File: config.mk
export PLATFORM = sky130hd
export DESIGN_NAME = if_fetch_unit_flat
export DESIGN_NICKNAME = d
export VERILOG_FILES = /design/src/rtl/if_fetch_unit_if.sv /design/src/rtl/if_fetch_unit.sv /design/src/flat_wrapper.sv
export SDC_FILE = /design/constraint.sdc
export NUM_CORES = 1
export LEC_CHECK = 0
export CAP_MARGIN = 30
export CORE_AREA = 2 2 137 139
export DETAILED_ROUTE_END_ITERATION = 12
export DIE_AREA = 0 0 139 141
export PLACE_DENSITY = 0.78
export SYNTH_ARGS = -nofsm -noshare
export SYNTH_HDL_FRONTEND = slang
export SYNTH_SLANG_ARGS = --single-unit
File: constraint.sdc
create_clock -name clk -period 5.06 [get_ports clk]
set_input_delay 0.759 -clock clk [delete_from_list [all_inputs] [get_ports clk]]
set_output_delay 0.759 -clock clk [all_outputs]
set_load 0.01 [all_outputs]
File: src/rtl/if_fetch_unit_if.sv
// ---------------------------------------------------------------------------
// if_fetch_unit_if
//   Groups the signals of the instruction-fetch unit: the PC register link,
//   the instruction-memory read handshake and the valid/ready link to ID.
//
//   pc_in      current PC from the PC register
//   pc_en      PC register load enable
//   flush      redirect from branch/jump resolution
//   mem_req    instruction memory read request
//   mem_addr   word-aligned read address
//   mem_ack    memory returns data this cycle
//   mem_rdata  instruction word (valid with mem_ack)
//   id_valid   head entry available to ID
//   id_ready   ID consumes the head entry
//   id_pc      PC of the head entry
//   id_instr   instruction of the head entry
//   id_adel    head entry came from a misaligned PC
//
//   master: the fetch unit; slave: its surroundings (PC reg, memory, ID).
// ---------------------------------------------------------------------------
interface if_fetch_unit_if;
    logic [31:0] pc_in;
    logic        pc_en;
    logic        flush;
    logic        mem_req;
    logic [31:0] mem_addr;
    logic        mem_ack;
    logic [31:0] mem_rdata;
    logic        id_valid;
    logic        id_ready;
    logic [31:0] id_pc;
    logic [31:0] id_instr;
    logic        id_adel;

    modport master (
        input  pc_in, flush, mem_ack, mem_rdata, id_ready,
        output pc_en, mem_req, mem_addr, id_valid, id_pc, id_instr, id_adel
    );

    modport slave (
        output pc_in, flush, mem_ack, mem_rdata, id_ready,
        input  pc_en, mem_req, mem_addr, id_valid, id_pc, id_instr, id_adel
    );
endinterface

File: src/rtl/if_fetch_unit.sv
// ---------------------------------------------------------------------------
// if_fetch_unit
//   Instruction-fetch reader. Reads the instruction at the PC register's
//   current value over a variable-latency req/ack memory handshake, buffers
//   {pc, instr, adel} in a DEPTH-entry FIFO and presents the head entry to
//   the ID stage over valid/ready. Drives the PC register's load enable so
//   the PC advances only on an accepted fetch or a flush.
//
//   clk    rising-edge clock
//   reset  asynchronous active-high reset
//   bus    if_fetch_unit_if.master (PC link, memory handshake, ID link)
// ---------------------------------------------------------------------------
module if_fetch_unit #(
    parameter logic [31:0] RESET_PC = 32'h0000_3000,
    parameter int          DEPTH    = 2
) (
    input  logic             clk,
    input  logic             reset,
    if_fetch_unit_if.master  bus
);
    localparam int PTR_W = (DEPTH > 1) ? $clog2(DEPTH) : 1;
    localparam int CNT_W = PTR_W + 1;

    typedef enum logic [1:0] {
        IDLE    = 2'd0,
        REQ     = 2'd1,
        DISCARD = 2'd2
    } state_t;

    state_t             state, state_nxt;
    logic [31:0]        addr_q;
    logic [PTR_W-1:0]   wr_ptr, rd_ptr;
    logic [CNT_W-1:0]   count;

    logic [31:0]        pc_mem    [DEPTH];
    logic [31:0]        instr_mem [DEPTH];
    logic               adel_mem  [DEPTH];

    logic               not_full;
    logic               push, pop, latch, accept, mem_req_c;
    logic [31:0]        push_pc, push_instr;
    logic               push_adel;
    logic               valid;

    assign not_full = (count < CNT_W'(DEPTH));
    assign valid    = (count != '0);
    assign pop      = valid && bus.id_ready;

    always_comb begin
        state_nxt  = state;
        push       = 1'b0;
        push_pc    = addr_q;
        push_instr = bus.mem_rdata;
        push_adel  = 1'b0;
        latch      = 1'b0;
        accept     = 1'b0;
        mem_req_c  = 1'b0;
        case (state)
            IDLE: begin
                if (!bus.flush && not_full) begin
                    if (bus.pc_in[1:0] == 2'b00) begin
                        latch     = 1'b1;
                        state_nxt = REQ;
                    end else begin
                        // Misaligned PC: no memory access, queue an
                        // address-error entry and step past it.
                        push       = 1'b1;
                        push_pc    = bus.pc_in;
                        push_instr = '0;
                        push_adel  = 1'b1;
                        accept     = 1'b1;
                    end
                end
            end
            REQ: begin
                mem_req_c = 1'b1;
                if (bus.mem_ack && !bus.flush) begin
                    push      = 1'b1;
                    accept    = 1'b1;
                    state_nxt = IDLE;
                end else if (bus.flush) begin
                    // Redirected: an already-returning word is dropped now,
                    // otherwise the in-flight read must still be drained.
                    state_nxt = bus.mem_ack ? IDLE : DISCARD;
                end
            end
            DISCARD: begin
                mem_req_c = 1'b1;
                if (bus.mem_ack) begin
                    state_nxt = IDLE;
                end
            end
            default: state_nxt = IDLE;
        endcase
    end

    assign bus.mem_req  = mem_req_c;
    assign bus.mem_addr = addr_q;
    assign bus.pc_en    = accept || bus.flush;

    always_ff @(posedge clk or posedge reset) begin
        if (reset) begin
            state  <= IDLE;
            addr_q <= RESET_PC;
        end else begin
            state <= state_nxt;
            if (latch) begin
                addr_q <= bus.pc_in;
            end
        end
    end

    // FIFO control: flush empties the queue and overrides push/pop.
    always_ff @(posedge clk or posedge reset) begin
        if (reset) begin
            wr_ptr <= '0;
            rd_ptr <= '0;
            count  <= '0;
        end else if (bus.flush) begin
            wr_ptr <= '0;
            rd_ptr <= '0;
            count  <= '0;
        end else begin
            if (push) begin
                wr_ptr <= wr_ptr + PTR_W'(1);
            end
            if (pop) begin
                rd_ptr <= rd_ptr + PTR_W'(1);
            end
            case ({push, pop})
                2'b10:   count <= count + CNT_W'(1);
                2'b01:   count <= count - CNT_W'(1);
                default: count <= count;
            endcase
        end
    end

    // FIFO storage: data only, validity is carried by count.
    always_ff @(posedge clk) begin
        if (push) begin
            pc_mem[wr_ptr]    <= push_pc;
            instr_mem[wr_ptr] <= push_instr;
            adel_mem[wr_ptr]  <= push_adel;
        end
    end

    assign bus.id_valid = valid;
    assign bus.id_pc    = valid ? pc_mem[rd_ptr]    : '0;
    assign bus.id_instr = valid ? instr_mem[rd_ptr] : '0;
    assign bus.id_adel  = valid && adel_mem[rd_ptr];

endmodule

File: src/flat_wrapper.sv
// flat-port wrapper written by rule: the top's interface ports become plain ports
module if_fetch_unit_flat 
#(
    parameter logic [31:0] RESET_PC = 32'h0000_3000,
    parameter int          DEPTH    = 2
)
  (clk, reset, bus_pc_in, bus_flush, bus_mem_ack, bus_mem_rdata, bus_id_ready, bus_pc_en, bus_mem_req, bus_mem_addr, bus_id_valid, bus_id_pc, bus_id_instr, bus_id_adel);
  if_fetch_unit_if bus_i ();
  input  logic clk;
  input  logic reset;
  input wire logic [$bits(bus_i.pc_in)-1:0] bus_pc_in;
  input wire logic [$bits(bus_i.flush)-1:0] bus_flush;
  input wire logic [$bits(bus_i.mem_ack)-1:0] bus_mem_ack;
  input wire logic [$bits(bus_i.mem_rdata)-1:0] bus_mem_rdata;
  input wire logic [$bits(bus_i.id_ready)-1:0] bus_id_ready;
  output wire logic [$bits(bus_i.pc_en)-1:0] bus_pc_en;
  output wire logic [$bits(bus_i.mem_req)-1:0] bus_mem_req;
  output wire logic [$bits(bus_i.mem_addr)-1:0] bus_mem_addr;
  output wire logic [$bits(bus_i.id_valid)-1:0] bus_id_valid;
  output wire logic [$bits(bus_i.id_pc)-1:0] bus_id_pc;
  output wire logic [$bits(bus_i.id_instr)-1:0] bus_id_instr;
  output wire logic [$bits(bus_i.id_adel)-1:0] bus_id_adel;
  assign bus_i.pc_in = bus_pc_in;
  assign bus_i.flush = bus_flush;
  assign bus_i.mem_ack = bus_mem_ack;
  assign bus_i.mem_rdata = bus_mem_rdata;
  assign bus_i.id_ready = bus_id_ready;
  assign bus_pc_en = bus_i.pc_en;
  assign bus_mem_req = bus_i.mem_req;
  assign bus_mem_addr = bus_i.mem_addr;
  assign bus_id_valid = bus_i.id_valid;
  assign bus_id_pc = bus_i.id_pc;
  assign bus_id_instr = bus_i.id_instr;
  assign bus_id_adel = bus_i.id_adel;
  if_fetch_unit #(.RESET_PC(RESET_PC), .DEPTH(DEPTH)) u_core (.clk(clk), .reset(reset), .bus(bus_i));
endmodule
==> results_dict.tcl, run 1 <==
set metrics [dict create \
    status "completed" \
    maxCapViolations 0 \
    whs_ns 0.523 \
    tightest_slew_ns 1.01 \
    final_cell_area_sq_um 9590 \
    p_comb_share_pct 31.6 \
    max_freq_ghz 0.280 \
    routed_wl_um 14600 \
    clock_path_buffers 2 \
    slew_viol_final 0 \
    cp_num_buf_inv 2 \
    finalSetupTns_ns 0 \
    path_common_cell "clkdlybuf4s50_1" \
    critPathTopFamily "buffers and inverters" \
    switching_share_pct 28.9 \
    numCtsBuffers 17 \
    io_pins 169 \
    vias_per_cell 4.82 \
    placed_cell_area_sq_um 9000 \
    cp.depth 5 \
    antenna_found_initial 0 \
    switching_power_mw 1.46 \
    required_ns 4.30 \
    io_buffers 168 \
    coreArea_sq_um 18300 \
    grt_pass1_wl_um 22900 \
    skew_ns 0.00775 \
    die_y_um 141 \
    setup_viol 0 \
    fin_ws_ns 1.49 \
    area_growth_pct 35.3 \
    end_kind "output port" \
    final_cell_mix "clkdlybuf4s50_1, edfxtp_1, nor2_1, mux2i_1, dfrtp_1" \
    clock-sinks 168 \
    p_seq_share_pct 43.9 \
    n_fill_cell 1527 \
    rsz0062_at_grt "no" \
    postCtsHoldBufs 0 \
    hold_depth 1 \
    hp-class "flip-flop to flip-flop" \
    max_slew_margin_pct 32.6 \
    layout.cells.non_filler 884 \
    syn_area_per_cell_sq_um 15.1 \
    r2r_cells 6 \
    power_density_nw_per_um2 526 \
    postLayoutCoreUtil_pct 52.5 \
    cpPeakStageDelay_ns 0.57 \
    rows 50 \
    internal_power_mw 3.59 \
    drt-wirelength-per-cell_um 16.5 \
    ant_nets 0 \
    post_cts_resized 0 \
    gp_congestion 0.750 \
    track_usage_pct 15.0 \
    synth_nets 542 \
    synth_area_leaders "edfxtp_1, dfrtp_1, mux2i_1" \
    cp_slowest_cell "clkdlybuf4s50_1" \
    dp.cells 851 \
    hpwl_um 9540 \
    synth_top_area_share_pct 55.1 \
    critical_path.cell_chain "clkdlybuf4s50_1, or3b_4, o21ai_2, nand2b_1, clkdlybuf4s50_1" \
    drc 0 \
    grt_max_degree 67 \
    drive_above_1_share_pct 10.9 \
    antennaDiodeCount 0 \
    clkTransAtPathRegs_ns 0.06 \
    postCtsSetupBuffers 0 \
    peakVddDrop_uv 237 \
    yosys_register_bits 168 \
    syn_inst 469 \
    synthesis.area_sq_um 7090 \
    finalHoldViolations 0 \
    die_w_um 139 \
    fin_nets 710 \
    root_buffer "clkbuf_16" \
    vias 4257 \
    layout_commonest_cell "clkdlybuf4s50_1" \
    grt_pass1_vias 4467 \
    crit_type "primary input to output port" \
    htreeDepth 4 \
    insertion_delay_ns 0.41 \
    dpl_worst_slack_ns 1.51 \
    clock_power_share_pct 24.5 \
    synth_cell_type_count 30 \
    fin_crit_ns 3.57 \
    post-route-period-util_pct 70.6 \
    synth.yosys.seq_area_share_pct 68.6 \
    total_power_mw 5.04 \
    cp_max_fo 10 \
    crit_arrival_ns 2.81 \
    power_leakage_nw 3.36 \
    grt.overflow.total 0 \
    cts_tree "built" \
    dieArea_sq_um 19600 \
    synth_area_leader_cell "edfxtp_1" \
    dr.pass1.iters 4 \
    startpoint_type "primary input" \
    drtIter0Drc 198 \
    start_util_pct 38.8 \
    ys_warn_count 0 \
]
path summary, 6_finish.rpt:
kind                                                     start                             endpoint  slack [ns]
min in group asynchronous                                reset          u_core.state[1]$_DFFE_PP0P_        0.67
min reg2reg                u_core.bus.mem_addr[11]$_DFFE_PP0P_  u_core.bus.mem_addr[11]$_DFFE_PP0P_        0.52
max                                                  bus_flush                            bus_pc_en        1.49
max reg2reg                        u_core.state[1]$_DFFE_PP0P_     u_core.instr_mem[0][2]$_DFFE_PP_        2.17
min                        u_core.bus.mem_addr[11]$_DFFE_PP0P_  u_core.bus.mem_addr[11]$_DFFE_PP0P_        0.52
max in group asynchronous                                reset  u_core.bus.mem_addr[13]$_DFFE_PP1P_        3.83
sequential cells by signal, indices dropped and copies added, names as in the netlist:
| name | cells |
|---|---|
| u_core.count | 2 |
| u_core.bus.mem_addr | 32 |
| u_core.pc_mem | 64 |
| u_core.state | 2 |
| u_core.rd_ptr | 1 |
| u_core.adel_mem | 2 |
| u_core.instr_mem | 64 |
| u_core.wr_ptr | 1 |
power by group through the flow:
stage / combinational, mW / clock, mW / sequential [mW]
after floorplan: 0.830 / 0 / 2.23
after global placement: 1.57 / 0 / 2.22
after detailed placement: 1.61 / 0 / 2.24
after CTS: 1.62 / 1.26 / 2.22
after global routing: 1.74 / 1.32 / 2.26
final: 1.60 / 1.23 / 2.21
synthesized netlist by cell type:
cell and count:
mux2_2 27, nand2b_1 2, edfxtp_1 130, nor2b_1 33, nor4_1 2, a21oi_1 4
and2_1 3, xnor2_1 1, xor2_1 1, o21a_1 1, o21ai_2 1, nand3b_1 1
mux2i_1 66, or3b_4 1, buf_4 3, inv_1 6, nor3_1 2, buf_1 2
nor2_8 1, clkbuf_1 8, ha_1 4, mux2_1 34, nor2_1 70, o22ai_1 1
buf_2 13, nor3b_1 2, o21ai_0 1, dfstp_2 2, dfrtp_1 36, nand2_1 11
cells by family after synthesis:
| logic type | synth area share [%] |
|---|---|
| buffers and inverters | 2.08 |
| adder cells (fa/ha/maj) | 0.706 |
| flip-flops | 68.6 |
| AND/OR/NAND/NOR | 8.72 |
| multiplexers | 19.0 |
| AO/OA/AOI/OAI | 0.671 |
| XOR/XNOR | 0.247 |
worst register-to-register path: stages (launching register included):
cell and delay (ns):
dfrtp_1 0.42, inv_1 0.14, ha_1 0.23, or3b_4 0.44, o21ai_2 0.27, nor2b_4 0.60
buf_4 0.45
layout make-up:
type	instances	area [sq um]	share of cell area (%)
flip-flops and latches	168	4860	50.7
multi-input cells	269	2100	21.9
repair buffers	175	1750	18.2
clock buffers	20	437	4.56
well taps	234	293	3.05
clock inverters	12	128	1.33
inverters	6	22.5	0.235
per-layer routing:
| layer | vias to the layer above | share of wire (%) | wire length, um | GRT usage [%] |
|---|---|---|---|---|
| li1 | 2021 | - | - | - |
| met1 | 2095 | 43 | 6330 | 18.5 |
| met2 | 128 | 51 | 7420 | 26.2 |
| met3 | 13 | 4.8 | 702 | 4.18 |
| met4 | 0 | 1.0 | 147 | 4.09 |
| met5 | - | 0 | 0 | 0 |
Power figures use the tool's default switching activity.
==> inputs of run 2 (changes only) <==
- PLACE_DENSITY: 0.78 -> 0.75
- clock period: 5.06 -> 3.4 ns (I/O delays scaled with it)
==> run 2 against run 1 <==
Net effect: first-iteration DRC count decreased by 29%; clock power increased by 45%; critical path depth increased by 1; sequential share of layout area decreased by 0.30 points; clock skew decreased by 0.0013 ns; via count increased by 1.6%; combinational power increased by 52%; cell count increased by 0.45%; critical endpoint unchanged; largest cell class unchanged; largest power group unchanged.
==> results_dict.tcl, run 2 (synthesis gave the netlist of run 1 again) <==
set metrics [dict create \
    io_buffers 168 \
    final_cell_mix "clkdlybuf4s50_1, edfxtp_1, nor2_1, mux2i_1, dfrtp_1" \
    drtIter0Drc 140 \
    tightest_slew_ns 0.646 \
    skew_ns 0.00647 \
    startpoint_type "flip-flop" \
    grt.overflow.total 0 \
    die_y_um 141 \
    rsz0062_at_grt "no" \
    cp_max_fo 6 \
    finalSetupTns_ns 0 \
    dr.pass1.iters 4 \
    dieArea_sq_um 19600 \
    ant_nets 0 \
    grt_max_degree 66 \
    antenna_found_initial 0 \
    clock_path_buffers 2 \
    antennaDiodeCount 0 \
    fin_crit_ns 3.08 \
    cp.depth 6 \
    cp_slowest_cell "clkdlybuf4s50_1" \
    end_kind "output port" \
    post_cts_resized 0 \
    postCtsSetupBuffers 0 \
    clock-sinks 168 \
    drt-wirelength-per-cell_um 16.3 \
    htreeDepth 4 \
    vias 4325 \
    die_w_um 139 \
    crit_type "flip-flop to output port" \
    max_slew_margin_pct 56.8 \
    grt_pass1_vias 4556 \
    critPathTopFamily "buffers and inverters" \
    coreArea_sq_um 18300 \
    r2r_setup_slack_ns 0.89 \
    placed_cell_area_sq_um 9090 \
    post-route-period-util_pct 90.5 \
    r2r_end "u_core.instr_mem[0][28]$_DFFE_PP_" \
    track_usage_pct 14.9 \
    insertion_delay_ns 0.41 \
    required_ns 2.89 \
    setup_viol 0 \
    status "completed" \
    cts_tree "built" \
    fin_nets 714 \
    cp_num_buf_inv 2 \
    clkTransAtPathRegs_ns 0.06 \
    io_pins 169 \
    drc 0 \
    grt_pass1_wl_um 22800 \
    maxCapViolations 0 \
    root_buffer "clkbuf_16" \
    crit_arrival_ns 2.57 \
    routed_wl_um 14400 \
    hp-class "flip-flop to flip-flop" \
    postCtsHoldBufs 0 \
    hpwl_um 9720 \
    r2r-start "u_core.state[1]$_DFFE_PP0P_" \
    slew_viol_final 0 \
    power_density_nw_per_um2 777 \
    numCtsBuffers 17 \
    final_cell_area_sq_um 9640 \
    start_util_pct 38.8 \
    crit_start "u_core.state[1]$_DFFE_PP0P_" \
    finalHoldViolations 0 \
    layout_commonest_cell "clkdlybuf4s50_1" \
    r2r_cells 6 \
    min_from "u_core.bus.mem_addr[2]$_DFFE_PP0P_" \
    cpPeakStageDelay_ns 0.53 \
    peakVddDrop_uv 405 \
    area_growth_pct 36.1 \
    max_freq_ghz 0.325 \
    crit_end "bus_pc_en" \
    critical_path.cell_chain "inv_1, ha_1, or3b_4, o21ai_2, nand2b_1, clkdlybuf4s50_1" \
    vias_per_cell 4.87 \
    drive_above_1_share_pct 11.2 \
    power_leakage_nw 3.38 \
    gp_congestion 0.804 \
    rows 50 \
]
run 2: cell count changes in the layout (fill, tap and decap cells not counted):
cell	previous run	this run
buf_12	1	4
clkbuf_1	3	6
clkbuf_8	0	3
clkinv_1	2	0
clkinv_4	3	1
buf_4	6	7
bufinv_16	2	1
clkinvlp_4	2	1
inv_1	5	6
inv_2	1	0
run 2: worst register-to-register path: stages (launching register included):
cell	delay, ns
dfrtp_1	0.41
inv_1	0.14
ha_1	0.25
or3b_4	0.44
nor2_8	0.49
buf_4	0.39
nor2b_1	0.13
run 2: through the flow:
step | setup WS, ns | hold slack (ns) | util (%) | total power [mW] | std cells
2_1_floorplan | 0.0274 | 0.509 | - | 4.55 | 469
3_3_place_gp | 0.425 | 0.498 | 49.8 | 5.68 | 856
3_5_place_dp | 0.384 | 0.503 | 49.8 | 5.78 | 856
4_1_cts | 0.287 | 0.522 | 52.8 | 7.59 | 888
5_1_grt | 0.156 | 0.543 | 52.8 | 7.89 | 888
6_report | 0.324 | 0.521 | 52.8 | 7.50 | 888
run 2: final cells by class:
cell class              instances  area, sq um
clock inverters                 6         65.1
repair buffers                179         1810
multi-input cells             269         2100
clock buffers                  26          489
fillers                      1488         8620
flip-flops and latches        168         4860
well taps                     234          293
inverters                       6         22.5
run 2: how the worst min path moves through the flow:
stage | cells after the start | slack [ns] | endpoint
final | 1 | 0.52 | u_core.bus.mem_addr[2]$_DFFE_PP0P_
after detailed placement | 1 | 0.50 | u_core.bus.mem_addr[2]$_DFFE_PP0P_
after CTS | 1 | 0.52 | u_core.bus.mem_addr[2]$_DFFE_PP0P_
after global placement | 1 | 0.50 | u_core.bus.mem_addr[2]$_DFFE_PP0P_
after floorplan | 1 | 0.51 | u_core.state[0]$_DFFE_PP0P_
after global routing | 1 | 0.54 | u_core.bus.mem_addr[2]$_DFFE_PP0P_
run 2: routing by layer:
layer	share of wire, %	track usage, %	wire length [um]
met5	0	0	0
met4	1.9	5.85	278
met3	5.9	3.80	853
met2	52	27.1	7540
met1	40	16.8	5760
run 2: report_power, final:
group | total (mW) | leakage [nW] | internal (mW) | switching (mW)
clock | 1.78 | 0.269 | 1.07 | 0.714
sequential | 3.27 | 1.67 | 3.00 | 0.270
combinational | 2.44 | 1.45 | 1.29 | 1.15
==> inputs of run 3 (changes only) <==
- DONT_BUFFER_PORTS: default -> 1
- PLACE_DENSITY: 0.75 -> 0.63
==> run 3 against run 2 <==
Net effect: non-clock buffer count decreased by 171; first-iteration DRC count decreased by 16%; routed wire length decreased by 5.0%; critical path depth decreased by 1; count of clock-buffer cells in the layout decreased by 7; hold slack got worse by 0.37 ns; sequential share of layout area increased by 11 points; via count decreased by 16%; global-route usage decreased by 0.49 points; sequential power increased by 3%; clock power increased by 3%; critical path type unchanged; critical endpoint unchanged.
==> results_dict.tcl, run 3 (synthesis gave the netlist of run 1 again) <==
set metrics [dict create \
    status "completed" \
    postCtsHoldBufs 0 \
    die_y_um 141 \
    hpwl_um 8920 \
    routed_wl_um 13700 \
    dr.pass1.iters 4 \
    numCtsBuffers 17 \
    tightest_slew_ns 0.919 \
    dieArea_sq_um 19600 \
    slew_viol_final 0 \
    rsz0062_at_grt "no" \
    drt-wirelength-per-cell_um 19.1 \
    required_ns 2.89 \
    cts_tree "built" \
    vias 3612 \
    power_density_nw_per_um2 849 \
    crit_type "flip-flop to output port" \
    gp_congestion 0.726 \
    clock-sinks 168 \
    end_kind "output port" \
    post-route-period-util_pct 78.9 \
    dpl_worst_slack_ns 0.733 \
    start_util_pct 38.8 \
    track_usage_pct 14.4 \
    die_w_um 139 \
    cp_max_fo 6 \
    drc 0 \
    fin_crit_ns 2.68 \
    startpoint_type "flip-flop" \
    maxCapViolations 0 \
    final_cell_mix "edfxtp_1, nor2_1, mux2i_1, dfrtp_1, mux2_1" \
    root_buffer "clkbuf_16" \
    clkTransAtPathRegs_ns 0.07 \
    antenna_found_initial 2 \
    insertion_delay_ns 0.42 \
    grt_pass1_vias 3968 \
    grt_pass1_wl_um 21700 \
    skew_ns 0.00830 \
    hp-class "primary input to flip-flop" \
    min_from "bus_flush" \
    drtIter0Drc 118 \
    finalHoldViolations 0 \
    clock_power_share_pct 27.2 \
    io_pins 169 \
    power_leakage_nw 2.74 \
    htreeDepth 4 \
    crit_arrival_ns 2.17 \
    grt_max_degree 66 \
    ant_nets 0 \
    drive_above_1_share_pct 15.3 \
    whs_ns 0.154 \
    postCtsSetupBuffers 0 \
    rows 50 \
    peakVddDrop_uv 369 \
    switching_share_pct 31.3 \
    layout_commonest_cell "edfxtp_1" \
    max_freq_ghz 0.373 \
    p_comb_share_pct 22.9 \
    io_buffers 0 \
    switching_power_mw 2.11 \
    area_growth_pct 12.0 \
    finalSetupTns_ns 0 \
    max_slew_margin_pct 38.6 \
    clock_path_buffers 2 \
    vias_per_cell 5.03 \
    setup_viol 0 \
    grt.overflow.total 0 \
    crit_start "u_core.state[1]$_DFFE_PP0P_" \
    internal_power_mw 4.63 \
    coreArea_sq_um 18300 \
    final_cell_area_sq_um 7940 \
    post_cts_resized 0 \
    fin_ws_ns 0.719 \
    r2r-start "u_core.state[1]$_DFFE_PP0P_" \
    p_seq_share_pct 50.0 \
    placed_cell_area_sq_um 7370 \
    fin_nets 543 \
]
[run 3: cell type report]
type / count / area, sq um
multi-input cells: 269 / 2100
well taps: 234 / 293
clock inverters: 13 / 120
inverters: 6 / 22.5
flip-flops and latches: 168 / 4860
repair buffers: 8 / 97.6
diodes: 1 / 2.50
clock buffers: 19 / 443
fillers: 1664 / 10300
[run 3: power groups by stage]
stage / logic (mW) / clock network [mW] / registers [mW]
after global routing: 1.72 / 1.97 / 3.44
after floorplan: 1.24 / 0 / 3.31
after CTS: 1.58 / 1.88 / 3.37
after global placement: 1.52 / 0 / 3.39
after detailed placement: 1.56 / 0 / 3.42
final: 1.54 / 1.83 / 3.37
[run 3: worst max-delay path, stage by stage (launching register included)]
cell and delay [ns]:
dfrtp_1 0.42, inv_1 0.14, ha_1 0.24, or3b_4 0.44, o21ai_2 0.27, nand2b_1 0.23
[run 3: metal layers]
metal	GRT usage (%)	up-vias	routed length, um
li1	-	1691	-
met1	15.8	1774	5390
met2	24.2	127	6780
met3	7.37	18	1320
met4	5.21	2	191
met5	0	-	13
[run 3: worst paths after layout]
check	cells after the start	slack (ns)	to
setup reg to reg	6	0.75	u_core.pc_mem[1][13]$_DFFE_PP_
max in group asynchronous	2	2.44	u_core.bus.mem_addr[29]$_DFFE_PP0P_
hold reg to reg	1	0.55	u_core.state[0]$_DFFE_PP0P_
hold / removal	1	0.15	u_core.wr_ptr$_DFFE_PP0P_
min in group asynchronous	1	0.18	u_core.bus.mem_addr[4]$_DFFE_PP0P_
setup / recovery	5	0.72	bus_pc_en
[run 3: per-stage QoR]
stage / total power [mW] / cells / utilization (%)
final: 6.74 / 718 / 43.5
after global routing: 7.13 / 718 / 43.5
after CTS: 6.83 / 717 / 43.4
after detailed placement: 4.97 / 685 / 40.4
after global placement: 4.90 / 685 / 40.4
after floorplan: 4.55 / 469 / -
